<file path="src/rtl/cla_pipe_adder.sv">
// Pipelined carry-lookahead adder/subtractor: one BLOCK-wide lookahead group per
// register stage, lock-step valid pipeline with a single global advance enable.
module cla_pipe_adder #(
  parameter int WIDTH = 32,
  parameter int BLOCK = 16
) (
  input  logic             clk,
  input  logic             rst,
  input  logic             in_valid,
  output logic             in_ready,
  input  logic [WIDTH-1:0] a,
  input  logic [WIDTH-1:0] b,
  input  logic             cin,
  input  logic             sub,
  output logic             out_valid,
  input  logic             out_ready,
  output logic [WIDTH-1:0] sum,
  output logic             cout,
  output logic             ovf
);
  // WIDTH must be a whole multiple of BLOCK.
  localparam int NBLK = WIDTH / BLOCK;

  // Handshake: a stage register moves only when en=1; the output is offered while
  // out_valid=1 and held until out_ready=1, and in_ready mirrors en so a new operand
  // set is taken exactly when the whole pipeline shifts.
  logic             en;
  logic [WIDTH-1:0] b_eff;
  logic             c_eff;
  logic             ovf_q;

  assign b_eff = b ^ {WIDTH{sub}};
  assign c_eff = cin ^ sub;

  function automatic logic [BLOCK:0] cla_group(input logic [BLOCK-1:0] x,
                                               input logic [BLOCK-1:0] y,
                                               input logic             ci);
    logic [BLOCK-1:0] g;
    logic [BLOCK-1:0] p;
    logic [BLOCK:0]   c;
    g    = x & y;
    p    = x ^ y;
    c[0] = ci;
    for (int i = 0; i < BLOCK; i++) begin
      c[i+1] = g[i] | (p[i] & c[i]);
    end
    return {c[BLOCK], p ^ c[BLOCK-1:0]};
  endfunction

  for (genvar k = 0; k < NBLK; k++) begin : g_stg
    localparam int LO = k * BLOCK;
    localparam int HI = LO + BLOCK;
    localparam int UW = WIDTH - HI;

    logic [BLOCK-1:0] x;
    logic [BLOCK-1:0] y;
    logic             ci;
    logic             vi;
    logic [BLOCK:0]   grp;
    logic [HI-1:0]    sum_d;
    logic [HI-1:0]    sum_q;
    logic             c_q;
    logic             v_q;

    assign grp = cla_group(x, y, ci);

    if (k == 0) begin : g_head
      assign x     = a[BLOCK-1:0];
      assign y     = b_eff[BLOCK-1:0];
      assign ci    = c_eff;
      assign vi    = in_valid;
      assign sum_d = grp[BLOCK-1:0];
    end else begin : g_body
      assign x     = g_stg[k-1].g_up.a_q[BLOCK-1:0];
      assign y     = g_stg[k-1].g_up.b_q[BLOCK-1:0];
      assign ci    = g_stg[k-1].c_q;
      assign vi    = g_stg[k-1].v_q;
      assign sum_d = {grp[BLOCK-1:0], g_stg[k-1].sum_q};
    end

    // Operand bits of groups not yet summed ride along, skewed one stage per group.
    if (UW > 0) begin : g_up
      logic [UW-1:0] a_d;
      logic [UW-1:0] b_d;
      logic [UW-1:0] a_q;
      logic [UW-1:0] b_q;

      if (k == 0) begin : g_src_in
        assign a_d = a[WIDTH-1:HI];
        assign b_d = b_eff[WIDTH-1:HI];
      end else begin : g_src_prev
        assign a_d = g_stg[k-1].g_up.a_q[WIDTH-LO-1:BLOCK];
        assign b_d = g_stg[k-1].g_up.b_q[WIDTH-LO-1:BLOCK];
      end

      always_ff @(posedge clk) begin
        if (rst) begin
          a_q <= '0;
          b_q <= '0;
        end else if (en) begin
          a_q <= a_d;
          b_q <= b_d;
        end
      end
    end

    always_ff @(posedge clk) begin
      if (rst) begin
        sum_q <= '0;
        c_q   <= 1'b0;
        v_q   <= 1'b0;
      end else if (en) begin
        sum_q <= sum_d;
        c_q   <= grp[BLOCK];
        v_q   <= vi;
      end
    end
  end

  // Carry into the MSB equals x^y^s at the MSB, so overflow needs no extra carry tap.
  always_ff @(posedge clk) begin
    if (rst) begin
      ovf_q <= 1'b0;
    end else if (en) begin
      ovf_q <= g_stg[NBLK-1].x[BLOCK-1] ^ g_stg[NBLK-1].y[BLOCK-1] ^
               g_stg[NBLK-1].grp[BLOCK-1] ^ g_stg[NBLK-1].grp[BLOCK];
    end
  end

  assign out_valid = g_stg[NBLK-1].v_q;
  assign sum       = g_stg[NBLK-1].sum_q;
  assign cout      = g_stg[NBLK-1].c_q;
  assign ovf       = ovf_q;
  assign en        = ~out_valid | out_ready;
  assign in_ready  = en;

endmodule

</file>
<file path="config.mk">
export PLATFORM = sky130hd
export DESIGN_NAME = cla_pipe_adder
export DESIGN_NICKNAME = d
export VERILOG_FILES = /design/src/rtl/cla_pipe_adder.sv
export SDC_FILE = /design/constraint.sdc
export NUM_CORES = 1
export LEC_CHECK = 0
export BUFFER_PORTS_ARGS = -buffer_cell sky130_fd_sc_hd__buf_2
export CORE_UTILIZATION = 40
export DETAILED_ROUTE_END_ITERATION = 8
export SLEW_MARGIN = 20
export SYNTH_ARGS = -nofsm -noshare
export SYNTH_HDL_FRONTEND = slang
export SYNTH_SLANG_ARGS = --single-unit
</file>
<file path="constraint.sdc">
create_clock -name clk -period 12.6 [get_ports clk]
set_input_delay 2.52 -clock clk [delete_from_list [all_inputs] [get_ports clk]]
set_output_delay 2.52 -clock clk [all_outputs]
set_load 0.005 [all_outputs]
</file>
After elaboration in Yosys (flattened, before gate mapping)
Cells that the tools add are included.
{ "totals": {"reg_bits": 85, "inputBits": 70, "output_inout_bits": 36, "wordCells": 86} }
{ "classes": {"bitwise_logic": 77} }
{ "op_table": {"columns": ["operator", "n"], "rows": [
  ["16-bit bitwise XOR", 4],
  ["1-bit OR", 33],
  ["1-bit bitwise AND", 32],
  ["16-bit bitwise AND", 2],
  ["32-bit bitwise XOR", 1],
  ["1-bit bitwise XOR", 4],
  ["1-bit inverter", 1]
]} }

Depth between registers and ports, before layout
{ "depth": {"ltp_word": 34, "depth_mapped": 22, "ltp_nobuf": 22} }

Least setup slack after synthesis
Ideal clock, no wire load.
{ "synth_timing": {"path_type": "input to register", "startpoint": "in sub", "endpoint": "reg g_stg[0].sum_q[15]", "setup_ns": 0.132, "t_arrival_ns": 9.788, "t_required_ns": 12.468, "path_slack_ns": 2.680, "cell_stages": 22, "n_path_buf": 2, "path_cell_list": "buf_4 > buf_6 > xnor2_1 > fa_1 > fa_1 > fa_1 > fa_1 > fa_1 > fa_1 > fa_1 > fa_1 > fa_1 > fa_1 > fa_1 > fa_1 > fa_1 > fa_1 > fa_1 > inv_1 > fa_1 > nand2_1 > a21oi_1"} }
{ "synth_via": {"elab_chain_len": 33, "elab_cells_between_ends": 35, "cone_classes": "bitwise (35)"} }
{ "synth_rtl": {"columns": ["element", "line_no", "text"], "rows": [
  ["start: declaration", "14", "input logic sub,"],
  ["32-bit bitwise XOR", "32", "assign b_eff = b ^ {WIDTH{sub}};"],
  ["16-bit bitwise XOR", "42", "p = x ^ y;"],
  ["1-bit bitwise AND", "45", "c[i+1] = g[i] | (p[i] & c[i]);"],
  ["1-bit OR", "45", null],
  ["1-bit bitwise AND", "45", null],
  ["1-bit OR", "45", null],
  ["1-bit bitwise AND", "45", null],
  ["1-bit OR", "45", null],
  ["[... 18 more ...]", null, null],
  ["1-bit bitwise AND", "45", null],
  ["1-bit OR", "45", null],
  ["1-bit bitwise AND", "45", null],
  ["1-bit OR", "45", null],
  ["1-bit bitwise AND", "45", null],
  ["1-bit OR", "45", null],
  ["16-bit bitwise XOR (*)", "47", "return {c[BLOCK], p ^ c[BLOCK-1:0]};"],
  ["named net g_stg[0].grp[15]", "59", "logic [BLOCK:0] grp;"],
  ["end signal: assignment", "113", "sum_q <= sum_d;"],
  ["end: declaration", "61", "logic [HI-1:0] sum_q;"]
]} }
The timed path passes the listed nets; every way through them passes the cells marked *.
A chain may end at the register's enable or synchronous reset.

Worst setup path in the final report
Ends and elaborated chain as after synthesis.

==> out/qor.tcl <==
set qor(p_seq_share_pct) 50.9
set qor(switching_power_uw) 176.8
set qor(post-layout-total-power_uw) 623.3
set qor(post_route_cells_drive_above_1_share_pct) 29.17
set qor(synth_seq_cells) 85
set qor(insertion_delay_ns) 0.35
set qor(clockPowerShare_pct) 28.6
set qor(worst_ep_required_time_ns) 12.79
set qor(half_perimeter_wire_length_after_placement_um) 5607
set qor(drt_pre_antenna_iters) 4
set qor(ctsHoldBuffers) 0
set qor(maxSlewHeadroom_pct) 30.03
set qor(run_status) {completed}
set qor(cts_repair_resizes) 0
set qor(cts_root_buffer) {sky130_fd_sc_hd__clkbuf_8}
set qor(yosys.area_share.xor_xnor_pct) 7.601
set qor(post_cts_buffers) 0
set qor(num_io_pins) 106
set qor(intPower_uw) 446.5
set qor(groute.usage.overall_pct) 16.85
set qor(hold-worst-slack_ns) 0.4511
set qor(chipHeight_um) 103.4
set qor(maxClockFrequency_mhz) 102.6
set qor(syn_area_sq_um) 4115
set qor(synth_top_family_by_area) {adder cells}
set qor(max-clock-path-buffers) 2
set qor(die_area_sq_um) 10700
set qor(globalRouteOverflowTotal) 0
set qor(cap_viol_max_count) 0
set qor(synth.yosys.seq_area_share_pct) 41.35
set qor(syn_nets) 531
set qor(p_leak_uw) 0.002165
set qor(clk_transition_reported_paths_ns) 0.08
set qor(nNetsFinal) 619
set qor(worst_hold_path_type) {reg2reg}
set qor(wire_length_of_the_first_global_routing_pass_um) 13630
set qor(gpl.final_weighted_congestion) 0.7773
set qor(route.detailed.wl_per_inst_um) 12.61
set qor(final_critical_path_required_period_ns) 9.748
set qor(wl_um) 8245
set qor(final_antenna_net_count) 0
set qor(cp-end-kind) {register}
set qor(final-seq-area_sq_um) 1702
set qor(worst_pin_slew_ns) 1.050
set qor(die_w_um) 103.4
set qor(areaGrowthSynthToFinish_pct) 17.27
set qor(worst_ep_arrival_time_ns) 9.94
set qor(timing.setup.critical_path_class) {in2reg}
set qor(final_core_util_pct) 48.92
set qor(multi_input_comb_area_sq_um) 2136
set qor(first_global_vias) 2965
set qor(antenna_found_initial) 1
set qor(num_vias) 3014
set qor(netlist-cell-type-count) 19
set qor(post_synth_inst_count) 428
set qor(clock_sinks) 85
set qor(detailedRoute.firstIterationViolations) 99
set qor(ys.warnings.count) 0
set qor(startpoint_type) {input pin}
set qor(via_to_cell_ratio) 4.609
set qor(tritoncts) {done}
set qor(rows) 36
set qor(core_sq_um) 9864
set qor(p_sw_share_pct) 28.36
set qor(setup-tns-final_ns) 0
set qor(post_synth_fa_ha_maj_area_fraction_pct) 15.87
set qor(drcViolationCount) 0
set qor(final_max_slew_viol_count) 0
set qor(cts_buffers) 9
set qor(antennaDiodeCount) 0
set qor(p_comb_share_pct) 20.5
set qor(fin_worst_skew_ns) 0.007482
set qor(fill_cells) 960
set qor(port-buffer-count) 105
set qor(yosys-mux-area-fraction_pct) 0
set qor(worst-path-max-fanout) 31
set qor(grt_setup_unrepaired) {false}
set qor(worst_vdd_drop_mv) 0.05382
set qor(synth-simple-area-share_pct) 12.62
set qor(initial_utilization_pct) 41.72
set qor(report.final.hold_viol_count) 0
set qor(min_period_over_period_pct) 77.37
set qor(synth_area_per_inst_sq_um) 9.615
set qor(pwr_density_cell_nw_per_um2) 129.1
set qor(clock_tree.htree_level_count) 3
set qor(grt_start_max_net_pins) 86
set qor(synth_compound_gate_area_share_pct) 15.69
set qor(setup_viol_count_final) 0
==> through the flow <==
| step | worst slack (ns) | instance area [sq um] | cells |
|---|---|---|---|
| 5_1_grt | 2.492 | 4826 | 654 |
| 3_5_place_dp | 2.446 | 4647 | 638 |
| 2_1_floorplan | 2.680 | 4115 | 428 |
| 4_1_cts | 2.778 | 4826 | 654 |
| 3_3_place_gp | 2.528 | 4647 | 638 |
| 6_report | 2.852 | 4826 | 654 |
==> final cells by class <==
cell class | count | share of cell area, %
clock buffer | 13 | 3.293
clock inverter | 3 | 0.4148
inverter | 24 | 1.919
multi-input combinational | 288 | 44.26
sequential | 85 | 35.26
tap | 133 | 3.448
timing repair buffer | 108 | 11.41
==> layer usage <==
layer  track usage (%)  share of wire [%]
met1             21.98                 47
met2             27.20                 47
met3             3.091                3.9
met4             7.801                2.0
met5                 0               0.15
==> path summary, 6_finish.rpt <==
check                       end  slack [ns]  cells past startpoint          from
max          g_stg[0].sum_q[15]        2.85                     21           sub
min                     sum[12]        0.45                      2       sum[12]
max reg2reg                 ovf        5.32                     22  g_stg[0].c_q
min reg2reg             sum[12]        0.45                      2       sum[12]
==> Yosys cell counts <==
cell type,n,share of area (%)
sky130_fd_sc_hd__ha_1,1,0.30
sky130_fd_sc_hd__xnor2_1,30,6.4
sky130_fd_sc_hd__buf_2,13,1.6
sky130_fd_sc_hd__buf_4,6,1.1
sky130_fd_sc_hd__dfxtp_1,85,41
sky130_fd_sc_hd__clkbuf_1,1,0.091
sky130_fd_sc_hd__a211oi_2,28,8.5
sky130_fd_sc_hd__nor2_1,36,3.3
sky130_fd_sc_hd__buf_1,6,0.55
sky130_fd_sc_hd__a21oi_1,50,6.1
sky130_fd_sc_hd__buf_6,5,1.4
sky130_fd_sc_hd__a211oi_1,6,1.1
sky130_fd_sc_hd__nor2b_2,1,0.21
sky130_fd_sc_hd__xor3_1,1,0.58
sky130_fd_sc_hd__xor2_1,3,0.64
sky130_fd_sc_hd__nand2_1,100,9.1
sky130_fd_sc_hd__fa_1,32,16
sky130_fd_sc_hd__inv_1,23,2.1
sky130_fd_sc_hd__inv_2,1,0.091
==> sequential cells by signal, indices dropped and copies added (netlist names) <==
name	count
g_stg.sum_q	16
g_stg.v_q	1
g_stg.g_up.a_q	16
ovf	1
g_stg.g_up.b_q	16
sum	32
cout	1
g_stg.c_q	1
out_valid	1
==> layout by cell type, fill, tap and decap left out <==
master and count:
sky130_fd_sc_hd__a211oi_2 28, sky130_fd_sc_hd__a211oi_1 6, sky130_fd_sc_hd__a21oi_1 50, sky130_fd_sc_hd__buf_2 104, sky130_fd_sc_hd__nor2_1 36, sky130_fd_sc_hd__clkbuf_1 2, sky130_fd_sc_hd__xor2_1 3, sky130_fd_sc_hd__nand2_1 100
sky130_fd_sc_hd__clkinv_2 1, sky130_fd_sc_hd__clkinvlp_4 2, sky130_fd_sc_hd__xnor2_1 30, sky130_fd_sc_hd__ha_1 1, sky130_fd_sc_hd__clkbuf_8 11, sky130_fd_sc_hd__inv_4 1, sky130_fd_sc_hd__fa_1 32, sky130_fd_sc_hd__nor2b_4 1
sky130_fd_sc_hd__inv_1 23, sky130_fd_sc_hd__xor3_1 1, sky130_fd_sc_hd__buf_4 4, sky130_fd_sc_hd__dfxtp_1 85
==> worst max-delay path, stage by stage <==
cell                      delay, ns
sky130_fd_sc_hd__buf_2         0.13
sky130_fd_sc_hd__buf_4         0.46
sky130_fd_sc_hd__xnor2_1       0.17
sky130_fd_sc_hd__fa_1          0.40
sky130_fd_sc_hd__fa_1          0.43
sky130_fd_sc_hd__fa_1          0.43
sky130_fd_sc_hd__fa_1          0.43
sky130_fd_sc_hd__fa_1          0.42
sky130_fd_sc_hd__fa_1          0.44
sky130_fd_sc_hd__fa_1          0.44
sky130_fd_sc_hd__fa_1          0.44
sky130_fd_sc_hd__fa_1          0.43
sky130_fd_sc_hd__fa_1          0.43
sky130_fd_sc_hd__fa_1          0.46
sky130_fd_sc_hd__fa_1          0.43
sky130_fd_sc_hd__fa_1          0.42
sky130_fd_sc_hd__fa_1          0.40
sky130_fd_sc_hd__inv_1         0.08
sky130_fd_sc_hd__fa_1          0.41
sky130_fd_sc_hd__nand2_1       0.07
sky130_fd_sc_hd__a21oi_1       0.07
==> power groups by stage <==
| stage | sequential [uW] | combinational, uW | clock [uW] |
|---|---|---|---|
| 6_report | 317 | 128 | 178 |
| 5_1_grt | 323 | 147 | 197 |
| 4_1_cts | 318 | 130 | 185 |
| 3_5_place_dp | 324 | 130 | 0 |
| 3_3_place_gp | 323 | 128 | 0 |
| 2_1_floorplan | 323 | 88.6 | 0 |
==> cell families after synthesis <==
group | Yosys count
simple gates | 137
flops | 85
compound gates | 84
buf+inv | 55
xor+xnor | 34
fa+ha+maj | 33
(Power assumes the default switching activity.)
